### src/rtl/difftest_commit_sink.sv
// Difftest commit sink: buffers per-cycle commit bundles in a small FIFO and
// drains them as a serial, sequence-numbered record stream with valid/ready.
module difftest_commit_sink #(
  parameter int CONFIG_DW             = 32,
  parameter int CONFIG_P_COMMIT_WIDTH = 1,
  parameter int CONFIG_PC_W           = 30,
  parameter int CONFIG_INSN_DW        = 32,
  parameter int CONFIG_LRF_AW         = 5,
  parameter int CONFIG_P_FIFO_DEPTH   = 2,
  localparam int CW = 1 << CONFIG_P_COMMIT_WIDTH
) (
  input  logic                            clk,
  input  logic                            rst,
  input  logic [CW-1:0]                   i_valid,
  input  logic [CONFIG_PC_W*CW-1:0]       i_pc,
  input  logic [CONFIG_INSN_DW*CW-1:0]    i_insn,
  input  logic [CW-1:0]                   i_wen,
  input  logic [CONFIG_LRF_AW*CW-1:0]     i_wnum,
  input  logic [CONFIG_DW*CW-1:0]         i_wdata,
  input  logic                            i_excp,
  input  logic [7:0]                      i_excp_vect,
  output logic                            o_valid,
  input  logic                            o_ready,
  output logic [CONFIG_PC_W-1:0]          o_pc,
  output logic [CONFIG_INSN_DW-1:0]       o_insn,
  output logic                            o_wen,
  output logic [CONFIG_LRF_AW-1:0]        o_wnum,
  output logic [CONFIG_DW-1:0]            o_wdata,
  output logic                            o_excp,
  output logic [7:0]                      o_excp_vect,
  output logic [31:0]                     o_seq,
  output logic                            o_overflow,
  output logic                            o_gap_err
);

  localparam int DEPTH = 1 << CONFIG_P_FIFO_DEPTH;
  localparam int PA    = CONFIG_P_FIFO_DEPTH;
  localparam int SW    = (CONFIG_P_COMMIT_WIDTH > 0) ? CONFIG_P_COMMIT_WIDTH : 1;
  localparam int PC_W  = CONFIG_PC_W;
  localparam int IN_W  = CONFIG_INSN_DW;
  localparam int RA_W  = CONFIG_LRF_AW;
  localparam int DW    = CONFIG_DW;

  // Bundle storage: data only, never reset; occupancy is tracked by count.
  logic [CW-1:0]      mem_valid [DEPTH];
  logic [PC_W*CW-1:0] mem_pc    [DEPTH];
  logic [IN_W*CW-1:0] mem_insn  [DEPTH];
  logic [CW-1:0]      mem_wen   [DEPTH];
  logic [RA_W*CW-1:0] mem_wnum  [DEPTH];
  logic [DW*CW-1:0]   mem_wdata [DEPTH];
  logic               mem_excp  [DEPTH];
  logic [7:0]         mem_vect  [DEPTH];

  logic [PA-1:0] wr_ptr, rd_ptr;
  logic [PA:0]   count;
  logic [CW-1:0] done;
  logic          excp_done;
  logic [31:0]   seq;
  logic          overflow, gap_err;

  logic          in_any, full, push, drop, gap;
  logic [CW-1:0] pend, sel_mask;
  logic [SW-1:0] sel;
  logic          has_slot, excp_pend, rec_valid, xfer, last, pop;
  logic [PC_W-1:0] sel_pc;
  logic [IN_W-1:0] sel_insn;
  logic            sel_wen;
  logic [RA_W-1:0] sel_wnum;
  logic [DW-1:0]   sel_wdata;

  assign in_any = (|i_valid) | i_excp;
  assign full   = (count == (PA+1)'(DEPTH));
  assign push   = in_any & ~full;
  assign drop   = in_any & full;
  // A contiguous valid mask is of the form 2^n-1, so v & (v+1) is zero.
  assign gap    = |(i_valid & (i_valid + CW'(1)));

  // Head slot selection: lowest still-pending valid slot wins.
  always_comb begin
    pend      = mem_valid[rd_ptr] & ~done;
    sel       = '0;
    sel_pc    = '0;
    sel_insn  = '0;
    sel_wen   = 1'b0;
    sel_wnum  = '0;
    sel_wdata = '0;
    for (int k = CW-1; k >= 0; k--) begin
      if (pend[k]) begin
        sel       = SW'(k);
        sel_pc    = mem_pc[rd_ptr][k*PC_W +: PC_W];
        sel_insn  = mem_insn[rd_ptr][k*IN_W +: IN_W];
        sel_wen   = mem_wen[rd_ptr][k];
        sel_wnum  = mem_wnum[rd_ptr][k*RA_W +: RA_W];
        sel_wdata = mem_wdata[rd_ptr][k*DW +: DW];
      end
    end
    sel_mask      = '0;
    sel_mask[sel] = 1'b1;
  end

  assign has_slot  = |pend;
  assign excp_pend = mem_excp[rd_ptr] & ~excp_done;
  assign rec_valid = (count != '0) & (has_slot | excp_pend);
  assign xfer      = rec_valid & o_ready;
  assign last      = has_slot ? (((pend & ~sel_mask) == '0) & ~excp_pend) : 1'b1;
  assign pop       = xfer & last;

  always_ff @(posedge clk) begin
    if (rst) begin
      wr_ptr    <= '0;
      rd_ptr    <= '0;
      count     <= '0;
      done      <= '0;
      excp_done <= 1'b0;
      seq       <= '0;
      overflow  <= 1'b0;
      gap_err   <= 1'b0;
    end else begin
      if (push) wr_ptr <= wr_ptr + 1'b1;
      if (pop)  rd_ptr <= rd_ptr + 1'b1;
      case ({push, pop})
        2'b10:   count <= count + 1'b1;
        2'b01:   count <= count - 1'b1;
        default: count <= count;
      endcase
      if (pop) begin
        done      <= '0;
        excp_done <= 1'b0;
      end else if (xfer) begin
        if (has_slot) done <= done | sel_mask;
        else          excp_done <= 1'b1;
      end
      if (xfer) seq      <= seq + 32'd1;
      if (drop) overflow <= 1'b1;
      if (gap)  gap_err  <= 1'b1;
    end
  end

  always_ff @(posedge clk) begin
    if (push) begin
      mem_valid[wr_ptr] <= i_valid;
      mem_pc[wr_ptr]    <= i_pc;
      mem_insn[wr_ptr]  <= i_insn;
      mem_wen[wr_ptr]   <= i_wen;
      mem_wnum[wr_ptr]  <= i_wnum;
      mem_wdata[wr_ptr] <= i_wdata;
      mem_excp[wr_ptr]  <= i_excp;
      mem_vect[wr_ptr]  <= i_excp_vect;
    end
  end

  // Record output: zeroed whenever nothing is presented.
  always_comb begin
    o_valid     = rec_valid;
    o_pc        = '0;
    o_insn      = '0;
    o_wen       = 1'b0;
    o_wnum      = '0;
    o_wdata     = '0;
    o_excp      = 1'b0;
    o_excp_vect = '0;
    if (rec_valid) begin
      if (has_slot) begin
        o_pc    = sel_pc;
        o_insn  = sel_insn;
        o_wen   = sel_wen;
        o_wnum  = sel_wnum;
        o_wdata = sel_wdata;
      end else begin
        o_pc        = mem_pc[rd_ptr][PC_W-1:0];
        o_excp      = 1'b1;
        o_excp_vect = mem_vect[rd_ptr];
      end
    end
  end

  assign o_seq      = seq;
  assign o_overflow = overflow;
  assign o_gap_err  = gap_err;

endmodule

### config.mk
export PLATFORM = sky130hd
export DESIGN_NAME = difftest_commit_sink
export DESIGN_NICKNAME = d
export VERILOG_FILES = /design/src/rtl/difftest_commit_sink.sv
export SDC_FILE = /design/constraint.sdc
export NUM_CORES = 1
export LEC_CHECK = 0
export CORE_ASPECT_RATIO = 1.4
export CORE_MARGIN = 2
export CORE_UTILIZATION = 40
export CTS_CLUSTER_SIZE = 14
export DETAILED_ROUTE_END_ITERATION = 7
export SLEW_MARGIN = 20
export SYNTH_ARGS = -nofsm -noshare
export SYNTH_HDL_FRONTEND = slang
export SYNTH_SLANG_ARGS = --single-unit
### constraint.sdc
create_clock -name clk -period 7.7 [get_ports clk]
set_input_delay 1.54 -clock clk [delete_from_list [all_inputs] [get_ports clk]]
set_output_delay 1.54 -clock clk [all_outputs]
set_load 0.01 [all_outputs]
==> run summary, run 1 <==
The run gives 0.66 ns as the worst-skew pair later-pin latency. The worst setup margin is 1.377 ns, and the routed wire length is 82,040 um. The number of synthesized flops with an enable pin was 844; the netlist area before placement was 0.03459 sq mm. Walking the worst path, the cells encountered are mux2i_1 > o22a_4 > buf_4 > and3_1 > a211oi_1 > nor4_1 > clkdlybuf4s50_1. Cells fill 49.67% of the core in the end. Of all flip-flops after synthesis, the portion carrying an async set or reset was 0%.

The logs give 0 for the number of max-slew violations in the final report and 41.5% for the fraction of power consumed by sequential logic. In the routed design, unresolved DRC markers number 0. At the end of the flow, the number of nets in the layout was 2,426.

The clock drives 890 sinks. Yosys mapped the design onto 51 distinct sky130hd cell types. For the number of nets in the synthesized netlist, the log shows 2,080. Of the total power, the share spent switching nets is 30.66%. The count of placed standard cells including taps came out at 3,209. After synthesis, flip-flops and latches occupy 75.94% of the total area. After synthesis, the cell types taking the most area are edfxtp_1 (73%), mux4_2 (9.7%), dfxtp_1 (2.7%). Buffers inserted during clock tree synthesis total 89. For the maximum root-to-sink buffer count, the log shows 3.

The synthesized design spends more area on one cell type than any other, namely edfxtp_1. The number of nets still failing antenna checks after routing came out at 0. Per report_power, the clock group accounts for 28.9% of the total. For the wire length of the first global-routing pass, the log shows 122,500 um.

STA classifies the critical path startpoint as a flop. Measured along the x axis, the die boundary spans 252.5 um. Across every metal layer, demand over resource in global routing totals 18.28%. The category of cells accounting for the largest share of critical-path delay is buffers and inverters. Critical-path maximum fanout: 120.

The slowest cell on the critical path is buf_4. The most common cell in the synthesized netlist is edfxtp_1. Across the VDD grid, the largest voltage drop is 251.7 uV.

The worst setup path is captured at an output pin. Across the run, the number of max-cap violations was 0. Count of buffer and inverter cells on the critical path: 2. For the HPWL after detailed placement, the log shows 47,210 um. In this run the static leakage power is 13.75 nW. Measured along the y axis, the die boundary spans 351.9 um. The number of antenna violations at the first check in global routing was 15. The power density of the placed cells was 374.0 mW/mm^2; the routed length per instance was 24.29 um.

The maximum clock frequency was 158.2 MHz; the logic gate share of total power was 29.6%. Of the post-synthesis cell area, the dominant cell type holds 73.28%. After floorplanning, the core was sized to cover 0.08565 sq mm.

For this design the total switching power over the nets is 0.004878 W. The tools report the number of warnings printed during yosys synthesis as 0. The pin count of the biggest net entering global routing was 137; the flip-flop and latch count after synthesis was 890. The via total after detailed routing was 18,880.

On the worst path, the slowest cell contributes a delay of 0.80 ns. The floorplan has 127 rows. The total overflow left after global routing is 0. Setup repair after global routing left no endpoint under its margin.

The worst path needs 6.323 ns of the cycle, external delays included. The class of the tightest hold or removal check is reg -> reg. The logs give 0 for the total of hold buffers inserted after clock tree synthesis and 3,378 for the number of cells in the finished layout apart from fillers.

Number of global-route vias before repair: 19,710. The run gives 0 as the count of endpoints failing hold in the final timing report. The count of buffers from port buffering was 357.

The summed negative setup slack over all endpoints came out at 0 ns. The first detailed-routing pass took 5 iterations. Setup violations remaining at the end of the flow were counted as 0.

In the synthesized netlist, the cells that appear most often are edfxtp_1 (844), mux4_2 (149), and3_1 (123). After synthesis, the mean cell area works out to 18.61 sq um. After filler insertion, the fill cell instance count of the layout stands at 6,969. Total number of H-tree levels: 3. Before CTS, the worst setup slack after placement is 2.078 ns. Fraction of layout cells with a size suffix above 1: 15.22%. Once the clock tree was built, the setup fixing pass inserted 0 buffers. At the worst endpoint, the arrival time is 4.78 ns. The critical setup path kind was reg -> out. The weighted congestion at the end of routability-driven global placement was 0.7927. On the final layout, the worst clock skew is 0.02584 ns. Once the clock tree was built, the resizer swapped 0 gates to a different size.

The final hold slack was 0.4761 ns; the worst relative slew slack was 13.29%. The pin slew with the least headroom to its limit is 1.301 ns. The initial utilization of the core area, before any placement, comes to 40.38%. Internal power consumption: 0.01103 W. In the routed layout, each cell is associated on average with a via count of 5.588. The floorplan step defined a die boundary enclosing 0.08887 sq mm. The number of DRC markers in iteration 0 was 1,282; the required time of the worst setup path was 6.16 ns. The main flop type after synthesis is edfxtp_1.

TritonCTS built the clock tree. Compared with the post-synthesis result, the final layout area differs by 23.00%. The clock-pin transition on the worst setup and hold timing paths was 0.06 ns; the minimum setup slack among reg-to-reg paths was 4.02 ns. Synthesis produced 1,859 cells. The I/O pin total was 358; the share of the clock period used by the worst path was 82.11%.

Clock tree synthesis selected as its root buffer the cell clkbuf_16. The flow ran to the end, and the final reports show no timing, DRC or antenna violations.
[through the flow]
stage / cell area, sq um / power (W)
after floorplan: 34590 / 0.009589
final: 42540 / 0.01591
after global routing: 42540 / 0.01665
after CTS: 42520 / 0.01612
after global placement: 39380 / 0.01140
after detailed placement: 39380 / 0.01150
[power by group through the flow]
| stage | Combinational (W) | Clock (W) | Sequential (W) |
|---|---|---|---|
| after floorplan | 0.00278 | 0 | 0.00681 |
| after global placement | 0.00474 | 0 | 0.00666 |
| after detailed placement | 0.00478 | 0 | 0.00672 |
| after CTS | 0.00480 | 0.00470 | 0.00662 |
| after global routing | 0.00509 | 0.00487 | 0.00669 |
| final | 0.00471 | 0.00459 | 0.00660 |
[kinds of logic after synthesis]
family | Yosys count | share of synthesized area [%]
flip-flops | 890 | 75.94
AND/OR/NAND/NOR | 368 | 5.799
AO/OA/AOI/OAI | 279 | 5.933
multiplexers | 165 | 10.20
buffers and inverters | 141 | 1.624
XOR/XNOR | 9 | 0.2279
adder cells (fa/ha/maj) | 7 | 0.2749
[layout by cell type, fill, tap and decap left out, types with 7 or more instances in the layout]
master and instances:
o31ai_1 41, nand3_1 21, a21oi_1 21, and3_1 123
clkbuf_1 10, a211oi_1 92, a21boi_0 30, o21ai_0 10
bufinv_16 16, clkinv_2 18, dfxtp_1 44, inv_1 14
mux2_2 10, edfxtp_1 844, or3_1 9, clkinv_1 17
nor2b_1 20, or4_1 9, nand2_1 10, nor4_1 33
buf_4 16, nand4_1 9, xor2_1 7, buf_12 8
clkbuf_16 93, clkdlybuf4s50_1 356, mux4_2 149, a22oi_1 71
nor2_1 103, nor3_1 8
[worst min-delay path: stages (launching register included)]
cell     delay [ns]
dfxtp_1        0.33
a21oi_1        0.04
nor2_1         0.07
[sequential cells by signal, indices dropped and copies added (netlist names), 8 cells and up, named ones only]
name,cells
mem_insn,256
mem_wdata,256
mem_pc,240
mem_wnum,40
mem_vect,32
o_seq,32
mem_valid,8
mem_wen,8
[final cells by class]
class	instances	area, sq um	share of cell area [%]
Tap cell	1096	1371	3.223
Timing Repair Buffer	382	3860	9.073
Sequential cell	890	26270	61.76
Inverter	14	52.55	0.1235
Clock buffer	103	2365	5.559
Clock inverter	63	772.0	1.815
Antenna cell	2	5.005	0.01176
Multi-Input combinational cell	828	7844	18.44
[metal layers]
| metal | track usage (%) | routed length (um) |
|---|---|---|
| met1 | 23.09 | 33210 |
| met2 | 31.06 | 41550 |
| met3 | 4.338 | 5155 |
| met4 | 5.775 | 1996 |
| met5 | 0 | 119 |
[final timing paths]
check,start,to,cells past startpoint
worst max-delay path,flop,o_pc[2],7
worst min-delay path,o_gap_err$_SDFFE_PP0P_,o_gap_err$_SDFFE_PP0P_,2
worst max register to register,flop,count[2]$_SDFFE_PP0P_,11
worst min register to register,o_gap_err$_SDFFE_PP0P_,o_gap_err$_SDFFE_PP0P_,2
Power figures use the tool's default switching activity.
==> run 2: changes to the inputs <==
- clock period: 7.7 -> 6 ns (I/O delays scaled with it)
==> run summary, run 2 (same netlist as run 1, synthesis figures left out) <==
The largest registers in the layout are mem_insn x256, mem_wdata x256, mem_pc x240. Clock tree synthesis found a total of 890 sinks. The design draws 0.02014 W.

Shortest clock period the worst path allows after layout: 5.608 ns. Across the run, the number of max-cap violations was 0. The effective utilization at floorplan is 40.38%. The logs give 49,310 um for the HPWL after detailed placement and 20,120 for the number of global-route vias before repair.

Setup repair after global routing left no endpoint under its margin. For the pin count of the biggest net entering global routing, the log shows 157. Measured against its own limit, the worst slew margin works out to 30.82%. The floorplan step set the die height to 351.9 um. The weighted congestion at the end of routability-driven global placement was 0.7860. For the worst setup path, the data arrival time is 4.41 ns. The first detailed-routing pass took 8 iterations. The slowest cell on the critical path was clkdlybuf4s50_1. The worst path uses 93.47% of the clock period.

TritonCTS built the clock tree. The number of hold buffers added after CTS was 0. The overall track demand over capacity in global routing was 18.53%; the required time of the worst setup path was 4.80 ns. The layout-stage area growth over the synthesis result is 23.01%, and the die span in x is 252.5 um. The critical path contains buffers and inverters numbering 2 combined. Kind of end point of the critical path: an output pin. In the final timing run, aggregate negative setup slack is 0 ns.

The die covers 0.08887 sq mm. The floorplan step defined a core boundary enclosing 0.08565 sq mm. The final hold slack came out at 0.4750 ns. The final instance area was 0.04255 sq mm; the remaining routing DRC violations was 0.

After clock tree synthesis, the clock-pin slew on the worst setup and hold paths is 0.06 ns. In the layout the commonest cells are edfxtp_1 (844), clkdlybuf4s50_1 (356), mux4_2 (149), and3_1 (123), nor2_1 (103). For this design the ratio of total power to cell area is 473.5 mW/mm^2. The worst setup path is of the reg -> out kind. The worst setup path is launched from a flop.

The total number of H-tree levels came out at 3. The flow ran to the end, and the final reports show no timing, DRC or antenna violations. Static timing analysis puts the maximum clock frequency at 178.3 MHz. For the maximum ir drop on the vdd rail, the log shows 369.4 uV. The count of buffers added on input and output ports is 357. The number of antenna violations at the first check in global routing is 13. Commonest non-fill, non-tap cell in the layout: edfxtp_1. Once detail routing completed, the nets flagged for antenna violations numbered 0. In this run the cell area measured after placement is 0.03962 sq mm.

The number of nets at the end of the flow is 2,443. The clock tree root buffer cell is clkbuf_16. Of all nets on the critical path, the largest fanout is 76. TritonCTS created 88 clock buffers. Traced cell by cell, the critical path runs through mux2i_1 > o22a_4 > buf_4 > and3_1 > a211oi_1 > nor4_1 > clkdlybuf4s50_1. The post-route netlist has 15.29% of its cells at a drive strength greater than 1. The class of the tightest hold or removal check is reg -> reg. The post-CTS setup repair buffer count is 0, and the pin slew with the least headroom to its limit is 1.038 ns. Worst-skew pair later-pin latency: 0.64 ns.

The I/O pin total was 358; the routed length per instance was 24.16 um. The first global-routing pass estimated 124,200 um of wire. The leakage power of the design is 13.76 nW. The final layout contains routed wiring with a total length of 82,030 um. The run gives 0 as the number of cells upsized or downsized after cts. For the maximum root-to-sink buffer count, the log shows 3. Global routing finished with a remaining overflow of 0. For this block, the initial DRC count from the detailed router was 1,357. The number of max-slew violations in the final report was 0; the via count normalized by instance count was 5.546. The initialized floorplan defines 127 standard-cell rows.

The count of endpoints failing hold in the final timing report came out at 0. Number of endpoints failing setup at the final stage: 0. In this design, the largest share of critical-path delay is due to buffers and inverters. The clock arrives with 0.02419 ns of skew. The routed layout has 18,830 vias. Stage delay of the slowest cell on the critical path: 0.65 ns.
[run 2: cell count changes in the layout (fill, tap and decap cells not counted), moves of 4 or more]
| cell | change |
|---|---|
| clkbuf_1 | +10 |
| clkinv_2 | -4 |
| bufinv_16 | -7 |
| clkinvlp_4 | -4 |
| buf_12 | +9 |
| buf_4 | +8 |
[run 2: tightest hold or removal path, stage by stage (launching register included)]
cell and delay (ns):
dfxtp_1 0.33, a21oi_1 0.04, nor2_1 0.07
[run 2: cell type report]
| type | count | area, sq um |
|---|---|---|
| fillers | 6983 | 43100 |
| well taps | 1096 | 1371 |
| inverters | 14 | 52.55 |
| flip-flops and latches | 890 | 26270 |
| diodes | 4 | 10.01 |
| clock inverters | 51 | 506.7 |
| repair buffers | 400 | 4115 |
| clock buffers | 112 | 2377 |
| multi-input cells | 828 | 7841 |
[run 2: power by group]
group          internal, W  leakage [nW]  switching (W)
Clock              0.00320          1.41        0.00227
Combinational      0.00258          4.11        0.00367
Sequential         0.00816          8.25       0.000265
Total               0.0139          13.8        0.00621
[run 2: metrics by stage]
stage                     setup WS, ns  cells  util (%)
final                           0.3918   3395     49.68
after CTS                       0.2924   3390     49.63
after floorplan                  1.210   1859         -
after global placement          0.9951   3227     46.26
after global routing            0.2515   3395     49.68
after detailed placement         1.045   3227     46.26
[run 2: metal layers]
layer	global-route usage, %	vias up	share of wire (%)
met5	0	-	0.15
met1	23.10	9777	41
met4	6.592	18	2.5
met2	31.57	511	51
li1	-	8390	-
met3	4.279	131	5.9
[run 2: worst paths after layout]
path,from,to,slack [ns],cells after the start
max,flop,o_pc[11],0.39,7
min,o_gap_err$_SDFFE_PP0P_,o_gap_err$_SDFFE_PP0P_,0.47,2
max reg2reg,flop,count[2]$_SDFFE_PP0P_,2.26,12
min reg2reg,o_gap_err$_SDFFE_PP0P_,o_gap_err$_SDFFE_PP0P_,0.47,2
